`src/rtl/game_pkg.sv`:
```
// Shared types and constants for the Mental Math game stages.
package game_pkg;
    typedef enum logic [2:0] {
        IDLE     = 3'd0,
        GEN      = 3'd1,
        WAIT_ANS = 3'd2,
        CHECK    = 3'd3,
        FEEDBACK = 3'd4,
        DONE     = 3'd5
    } state_t;

    // Feedback taps b7, b5, b4, b3 of the 8-bit Fibonacci LFSR
    localparam logic [7:0] LFSR_TAPS = 8'b1011_1000;

    localparam int OP_W    = 4;
    localparam int ANS_W   = 5;
    localparam int SCORE_W = 4;
endpackage

```
`src/rtl/lfsr8.sv`:
```
// 8-bit Fibonacci LFSR, shift-left, advances only when step is high.
module lfsr8
    import game_pkg::*;
#(
    parameter logic [7:0] SEED = 8'hA5
) (
    input  logic       clk,
    input  logic       rst,
    input  logic       step,
    output logic [7:0] state
);
    always_ff @(posedge clk) begin
        if (!rst)
            state <= SEED;
        else if (step)
            state <= {state[6:0], ^(state & LFSR_TAPS)};
    end
endmodule

```
`src/rtl/game_round_controller.sv`:
```
// Mental Math round sequencer: operand generation, answer timing, scoring.
module game_round_controller
    import game_pkg::*;
#(
    parameter int         CLK_PER_TICK = 50000000,
    parameter int         ROUND_TICKS  = 10,
    parameter int         NUM_ROUNDS   = 8,
    parameter logic [7:0] LFSR_SEED    = 8'hA5
) (
    input  logic               clk,
    input  logic               rst,
    input  logic               logged_in,
    input  logic               submit,
    input  logic [ANS_W-1:0]   answer,
    output logic [OP_W-1:0]    operand_a,
    output logic [OP_W-1:0]    operand_b,
    output logic [3:0]         round_num,
    output logic [SCORE_W-1:0] score,
    output logic [3:0]         time_left,
    output logic               correct,
    output logic               wrong,
    output logic               game_over
);
    localparam int            TW        = (CLK_PER_TICK > 1) ? $clog2(CLK_PER_TICK) : 1;
    localparam logic [TW-1:0] TICK_LAST = TW'(CLK_PER_TICK - 1);
    localparam logic [3:0]    LAST_RND  = 4'(NUM_ROUNDS - 1);

    state_t           state, next_state;
    logic [TW-1:0]    tick_cnt;
    logic [ANS_W-1:0] ans_q;
    logic [7:0]       lfsr;
    logic             lfsr_step;
    logic             tick_wrap;
    logic [ANS_W-1:0] sum;

    assign tick_wrap = (tick_cnt == TICK_LAST);
    assign sum       = {1'b0, operand_a} + {1'b0, operand_b};

    lfsr8 #(.SEED(LFSR_SEED)) u_lfsr (
        .clk   (clk),
        .rst   (rst),
        .step  (lfsr_step),
        .state (lfsr)
    );

    always_ff @(posedge clk) begin
        if (!rst) state <= IDLE;
        else      state <= next_state;
    end

    always_comb begin
        next_state = state;
        if (state != IDLE && !logged_in)
            next_state = IDLE;
        else begin
            case (state)
                IDLE:     if (logged_in) next_state = GEN;
                GEN:      next_state = WAIT_ANS;
                // submit takes priority over a timeout on the same edge
                WAIT_ANS: if (submit) next_state = CHECK;
                          else if (tick_wrap && time_left == 4'd1) next_state = FEEDBACK;
                CHECK:    next_state = FEEDBACK;
                FEEDBACK: if (tick_wrap) next_state = (round_num == LAST_RND) ? DONE : GEN;
                DONE:     next_state = DONE;
                default:  next_state = IDLE;
            endcase
        end
    end

    always_comb begin
        game_over = (state == DONE);
        lfsr_step = (state == GEN);
    end

    always_ff @(posedge clk) begin
        if (!rst || state == IDLE || !logged_in) begin
            operand_a <= '0;
            operand_b <= '0;
            round_num <= '0;
            score     <= '0;
            time_left <= '0;
            correct   <= 1'b0;
            wrong     <= 1'b0;
            tick_cnt  <= '0;
            ans_q     <= '0;
        end else begin
            case (state)
                GEN: begin
                    operand_a <= lfsr[7:4];
                    operand_b <= lfsr[3:0];
                    time_left <= 4'(ROUND_TICKS);
                    tick_cnt  <= '0;
                end
                WAIT_ANS: begin
                    tick_cnt <= tick_wrap ? '0 : tick_cnt + TW'(1);
                    if (tick_wrap) time_left <= time_left - 4'd1;
                    if (submit)
                        ans_q <= answer;
                    else if (tick_wrap && time_left == 4'd1)
                        wrong <= 1'b1;
                end
                CHECK: begin
                    if (ans_q == sum) begin
                        correct <= 1'b1;
                        score   <= score + 4'd1;
                    end else
                        wrong <= 1'b1;
                    tick_cnt <= '0;
                end
                FEEDBACK: begin
                    if (tick_wrap) begin
                        tick_cnt <= '0;
                        correct  <= 1'b0;
                        wrong    <= 1'b0;
                        if (round_num != LAST_RND) round_num <= round_num + 4'd1;
                    end else
                        tick_cnt <= tick_cnt + TW'(1);
                end
                default: ;
            endcase
        end
    end
endmodule

```
`config.mk`:
```
export PLATFORM = sky130hd
export DESIGN_NAME = game_round_controller
export DESIGN_NICKNAME = d
export VERILOG_FILES = /design/src/rtl/game_pkg.sv /design/src/rtl/lfsr8.sv /design/src/rtl/game_round_controller.sv
export SDC_FILE = /design/constraint.sdc
export NUM_CORES = 1
export LEC_CHECK = 0
export CAP_MARGIN = 20
export CORE_ASPECT_RATIO = 1.25
export CORE_MARGIN = 4
export CORE_UTILIZATION = 25
export DETAILED_ROUTE_END_ITERATION = 7
export DONT_BUFFER_PORTS = 1
export HOLD_SLACK_MARGIN = 0.05
export PLACE_DENSITY_LB_ADDON = 0.05
export SYNTH_ARGS = -nofsm -noshare
export SYNTH_HDL_FRONTEND = slang
export SYNTH_HIERARCHICAL = 1
export SYNTH_SLANG_ARGS = --single-unit
```
`constraint.sdc`:
```
create_clock -name clk -period 2.4 [get_ports clk]
set_input_delay 0.36 -clock clk [delete_from_list [all_inputs] [get_ports clk]]
set_output_delay 0.36 -clock clk [all_outputs]
set_load 0.005 [all_outputs]
```
Word level (Yosys, flattened, before mapping)

Cells that the tools add are included.

Add/sub/neg operators: 5
Equality and inequality tests: 18
Multiplexer cells: 17
Bitwise operators: 1
Reduce and logical (&&, ||, !) cells: 23

Operator list:

| operator                                                        | count |
|---|---|
| 26-bit case mux with 2 select lines                             | 1 |
| 26-bit by 1-bit adder with 26-bit output, second input constant | 1 |
| 26-bit == test, second input constant                           | 1 |
| 26-bit 2-to-1 mux                                               | 1 |
| 3-bit case mux with 6 select lines                              | 1 |
| 3-bit 2-to-1 mux                                                | 5 |
| 2-bit inequality test, second input constant                    | 7 |
| 3-bit AND reduction                                             | 3 |
| 4-bit by 1-bit adder with 4-bit output, second input constant   | 2 |
| 4-bit case mux with 2 select lines                              | 1 |
| 8-bit XOR reduction                                             | 1 |
| 3-bit by 2-bit == test with 1-bit output, second input constant | 2 |
| 3-bit == test, second input constant                            | 2 |
| 2-bit AND reduction                                             | 3 |
| 2-bit nonzero test                                              | 3 |
| 3-bit nonzero test                                              | 2 |
| 2-bit OR reduction                                              | 3 |
| 4-bit by 4-bit adder with 5-bit output                          | 1 |
| 5-bit == test                                                   | 1 |
| 1-bit 2-to-1 mux                                                | 5 |
| 5-bit AND reduction                                             | 1 |
| 4-bit by 1-bit == test with 1-bit output, second input constant | 1 |
| 4-bit by 3-bit == test with 1-bit output, second input constant | 1 |
| 4-bit 2-to-1 mux                                                | 1 |
| 11 further kinds                                                | 14 |

Flip-flop bits (word level): 64
Input bits: 9
Logic and storage cells: 75

Logic depth before layout (Yosys ltp)

Word-level depth: 5
Gate-level depth with buffers: 8

By module

The synthesis kept the hierarchy.

By module, submodules not included:

| module                | times used | cells each | area an instance (µm²) | seq. area each (µm²) |
|---|---|---|---|---|
| game_round_controller | 1          | 374        | 3034.2                 | 1121.1 |
| lfsr8                 | 1          | 28         | 314.1                  | 160.2 |

Worst setup path before layout

No wires, ideal clock.

Kind: flip-flop to flip-flop
From: register operand_a[0]
To: register score[2]
Setup time: 70 ps
Arrival: 2085 ps
Path slack: 245 ps
Stages on the path, launching flop included: 8
Buffers on the path: 0
Clock period less this slack: 2155 ps
Cells stage by stage: dfxtp_1 ha_1 fa_1 a21o_1 a21oi_1 xnor2_1 or4_1 a21oi_1

Longest elaborated chain between the ends: 3

Ends and longest elaborated chain:

| item                                   | RTL line                     | text |
|---|---|---|
| start: declaration                     | game_round_controller.sv:15  | `output logic [OP_W-1:0] operand_a,` |
| start signal: assignment               | game_round_controller.sv:89  | `operand_a <= lfsr[7:4];` |
| 4-bit by 4-bit adder with 5-bit output | game_round_controller.sv:37  | `assign sum = {1'b0, operand_a} + {1'b0, operand_b};` |
| 5-bit == test                          | game_round_controller.sv:103 | `if (ans_q == sum) begin` |
| 2-bit AND reduction (no line)          | -                            |  |
| end signal: assignment                 | game_round_controller.sv:105 | `score <= score + 4'd1;` |
| end: declaration                       | game_round_controller.sv:18  | `output logic [SCORE_W-1:0] score,` |

Every way passes these cells.
A chain may end at the register's enable or synchronous reset.

Worst setup path after layout

From: register tick_cnt[7]
To: register tick_cnt[19]

Longest elaborated chain between the ends: 3
Elaborated cells between the ends (all ways): 4

Ends and longest elaborated chain:

| item                                                                              | RTL line                                                                               | text |
|---|---|---|
| start: declaration                                                                | game_round_controller.sv:29                                                            | `logic [TW-1:0] tick_cnt;` |
| start signal: assignment                                                          | game_round_controller.sv:95                                                            | `tick_cnt <= tick_wrap ? '0 : tick_cnt + TW'(1);` |
| start signal: assignment                                                          | game_round_controller.sv:117                                                           | `tick_cnt <= tick_cnt + TW'(1);` |
| 26-bit by 1-bit adder with 26-bit output / 26-bit == test (equally long branches) | game_round_controller.sv:95, game_round_controller.sv:117, game_round_controller.sv:36 |  |
| 26-bit 2-to-1 mux (*)                                                             | game_round_controller.sv:95, game_round_controller.sv:111                              |  |
| 26-bit case mux with 2 select lines (*)                                           | game_round_controller.sv:87                                                            | `case (state)` |

Every way passes the cells marked *; elsewhere a longest branch is shown, timed or not.

==> results.json <==
{
  "status": "finished, final reports clean",
  "p_per_area_nw_per_um2": 699,
  "clock_latency_ps": 330,
  "grt_pass1_vias": 3039,
  "crit_path_start_kind": "flip-flop",
  "hpwlAfterDp_um": 7480,
  "end_kind": "flip-flop",
  "grt_setup_unrepaired": "no",
  "path_buf_inv": 2,
  "met3_wirelength_um": 500,
  "htreeDepth": 3,
  "num_rows": 47,
  "crit_top_cell": "buf_4",
  "drt_iter0_drc": 123,
  "io_pins": 32,
  "synth_seq_cells": 64,
  "root_buffer": "clkbuf_16",
  "worstSetupPathType": "flip-flop to flip-flop",
  "power.leakage_nw": 1.41,
  "cts-buffers-inserted": 9,
  "ant_nets": 0,
  "diodes": 0,
  "area_growth_syn_to_layout_pct": 21.8,
  "numPortBuffers": 0,
  "synth_common_cells": "64 x dfxtp_1, 49 x nand2_1, 30 x nor2_1, 27 x a21oi_1, 24 x a31oi_1",
  "clockBufferDepth": 2,
  "max_cap_viol_count": 0,
  "synth_top_area_cell": "dfxtp_1",
  "critPathMaxStageDelay_ps": 630,
  "cp_data_arrival_time_ps": 2460,
  "synth.net_count": 421,
  "yosysWarnings": 6,
  "die_x_um": 112,
  "layout-drive-gt1-share": 0.133,
  "placed_cell_area_um2": 3710,
  "grt_use_total": 0.135,
  "fmax_mhz": 442,
  "max-slew-margin-rel": 0.620,
  "drcViolationCount": 0,
  "setup-tns-final_ps": 0,
  "via_count": 3024,
  "finalNetCount": 444,
  "async_flop_share": 0,
  "finClkSkew_ps": 5.47,
  "ir_worst_vdd_uv": 296,
  "clk_pin_slew_ps": 60,
  "setup_viol": 0,
  "viasPerCell": 5.03,
  "cpMaxStageDelayCell": "or4_1",
  "synth_edf_count": 0,
  "yosys-top-cells-area": "dfxtp_1 38%, nand2_1 5.5%, mux2i_1 5.4%, a31oi_1 4.5%, a21oi_1 4.0%",
  "report.final.slew_viol_count": 0,
  "grt_max_degree": 23,
  "ys_seq_area_frac": 0.383,
  "yosysUniqueCellTypes": 51,
  "worstMarginPinSlew_ps": 565,
  "ctsHoldBuffers": 0,
  "cts_tree": "yes",
  "crit_family": "simple AND/OR/NAND/NOR gates",
  "hp-class": "input port to flip-flop",
  "fin_area_um2": 4080,
  "drtPass1Iterations": 4,
  "critPathRequiredTime_ps": 2600,
  "crit_chain": "or4_1 -> nor4_4 -> buf_4 -> a21oi_1 -> buf_4 -> a41oi_1 -> a31oi_1",
  "synth_top_area_share": 0.383,
  "initial_utilization": 0.254,
  "synth_most_common_cell": "dfxtp_1",
  "wirelength_um": 9890,
  "core_um2": 13200,
  "routedWlPerCell_um": 16.4,
  "antenna_found_initial": 0,
  "wl_met1_um": 4060,
  "synth.avg_cell_area_um2": 8.33,
  "netlist_area_um2": 3350,
  "synthFlopType": "dfxtp_1",
  "hold_viol_final": 0,
  "post-route-min-period_ps": 2260,
  "grt_pass1_wl_um": 16200,
  "wl_met2_um": 5200,
  "die_area_um2": 15300,
  "gp_congestion": 0.776,
  "top_layer": "met4",
  "grt.overflow.total": 0,
  "clock-sinks": 64,
  "die-height_um": 137,
  "syn-instance-count": 402,
  "finalCritPeriodShare": 0.942,
  "worstPathMaxFanout": 22
}
## placed cells by master, fill, tap and decap left out, drive strengths merged, types with 7 or more instances in the layout
| cell type | instances |
|---|---|
| dfxtp | 64 |
| nand2 | 49 |
| buf | 31 |
| nor2 | 30 |
| a21oi | 27 |
| a31oi | 24 |
| nand3 | 20 |
| mux2i | 18 |
| xor2 | 12 |
| clkbuf | 12 |
| nor3 | 11 |
| nand4 | 10 |
| o21ai | 10 |
| or3 | 9 |
| ha | 9 |
| xnor2 | 8 |
| nand3b | 8 |
| and3 | 8 |
| inv | 7 |
## registers in the layout (all words and copies together), names as in the netlist
| register | count |
|---|---|
| tick_cnt | 26 |
| u_lfsr/state | 8 |
| ans_q | 5 |
| operand_a | 4 |
| operand_b | 4 |
| round_num | 4 |
| score | 4 |
| time_left | 4 |
| state | 3 |
| correct | 1 |
| wrong | 1 |
## kinds of logic (layout without fill, tap and decap cells)
group / after synthesis / count (layout) / share of synthesized area
simple gates: 182 / 182 / 0.290
buf+inv: 26 / 54 / 0.0306
flops: 64 / 64 / 0.383
compound gates: 82 / 82 / 0.151
fa+ha+maj: 10 / 10 / 0.0396
xor+xnor: 20 / 20 / 0.0523
mux: 18 / 18 / 0.0538
## report_power, final
group / leakage, nW / internal (mW) / switching (mW) / total (mW)
Sequential: 0.517 / 1.09 / 0.0252 / 1.11
Clock: 0.161 / 0.994 / 0.489 / 1.48
Combinational: 0.728 / 0.104 / 0.151 / 0.255
Total: 1.41 / 2.19 / 0.665 / 2.85
## stage by stage
stage	util	cells	setup WS [ps]	hold slack, ps	total power, mW
after floorplan	-	402	245	422	1.31
after global placement	0.282	584	72.7	428	1.40
after detailed placement	0.282	584	80.4	432	1.40
after CTS	0.308	600	68.6	84.9	2.90
after global routing	0.310	601	10.7	92.4	2.98
final	0.310	601	139	95.8	2.85
## what timing repair did
action	CTS	global route
setup endpoints to repair	0	11
setup buffers	0	1
gates resized for setup	0	4
hold endpoints to repair	0	0
## worst reg2reg max path: stages, from the launching register on
cell	delay [ps]
dfxtp_1	350
or4_1	630
nor4_4	390
buf_4	190
a21oi_1	60
buf_4	230
a41oi_1	230
a31oi_1	70
## layer usage
metal	global-route usage	up-vias
met5	0	-
met4	0.0439	0
met3	0.0413	11
met2	0.252	38
met1	0.145	1447
li1	-	1528
## cell type report
class,instances,area [µm²]
Timing Repair Buffer,31,233
Clock inverter,4,75.1
Multi-Input combinational cell,312,1980
Sequential cell,64,1280
Clock buffer,12,267
Tap cell,171,214
Inverter,7,26.3
Fill cell,1483,9090
## worst paths after layout
path	startpoint	cells past startpoint	slack, ps	end
worst min-delay path	rst	1	100	u_lfsr/state[2]
worst min register to register	tick_cnt[22]	1	480	tick_cnt[22]
worst max register to register	tick_cnt[7]	7	140	tick_cnt[19]
worst max-delay path	tick_cnt[7]	7	140	tick_cnt[19]
No activity file was read; power rests on OpenSTA's default activity.
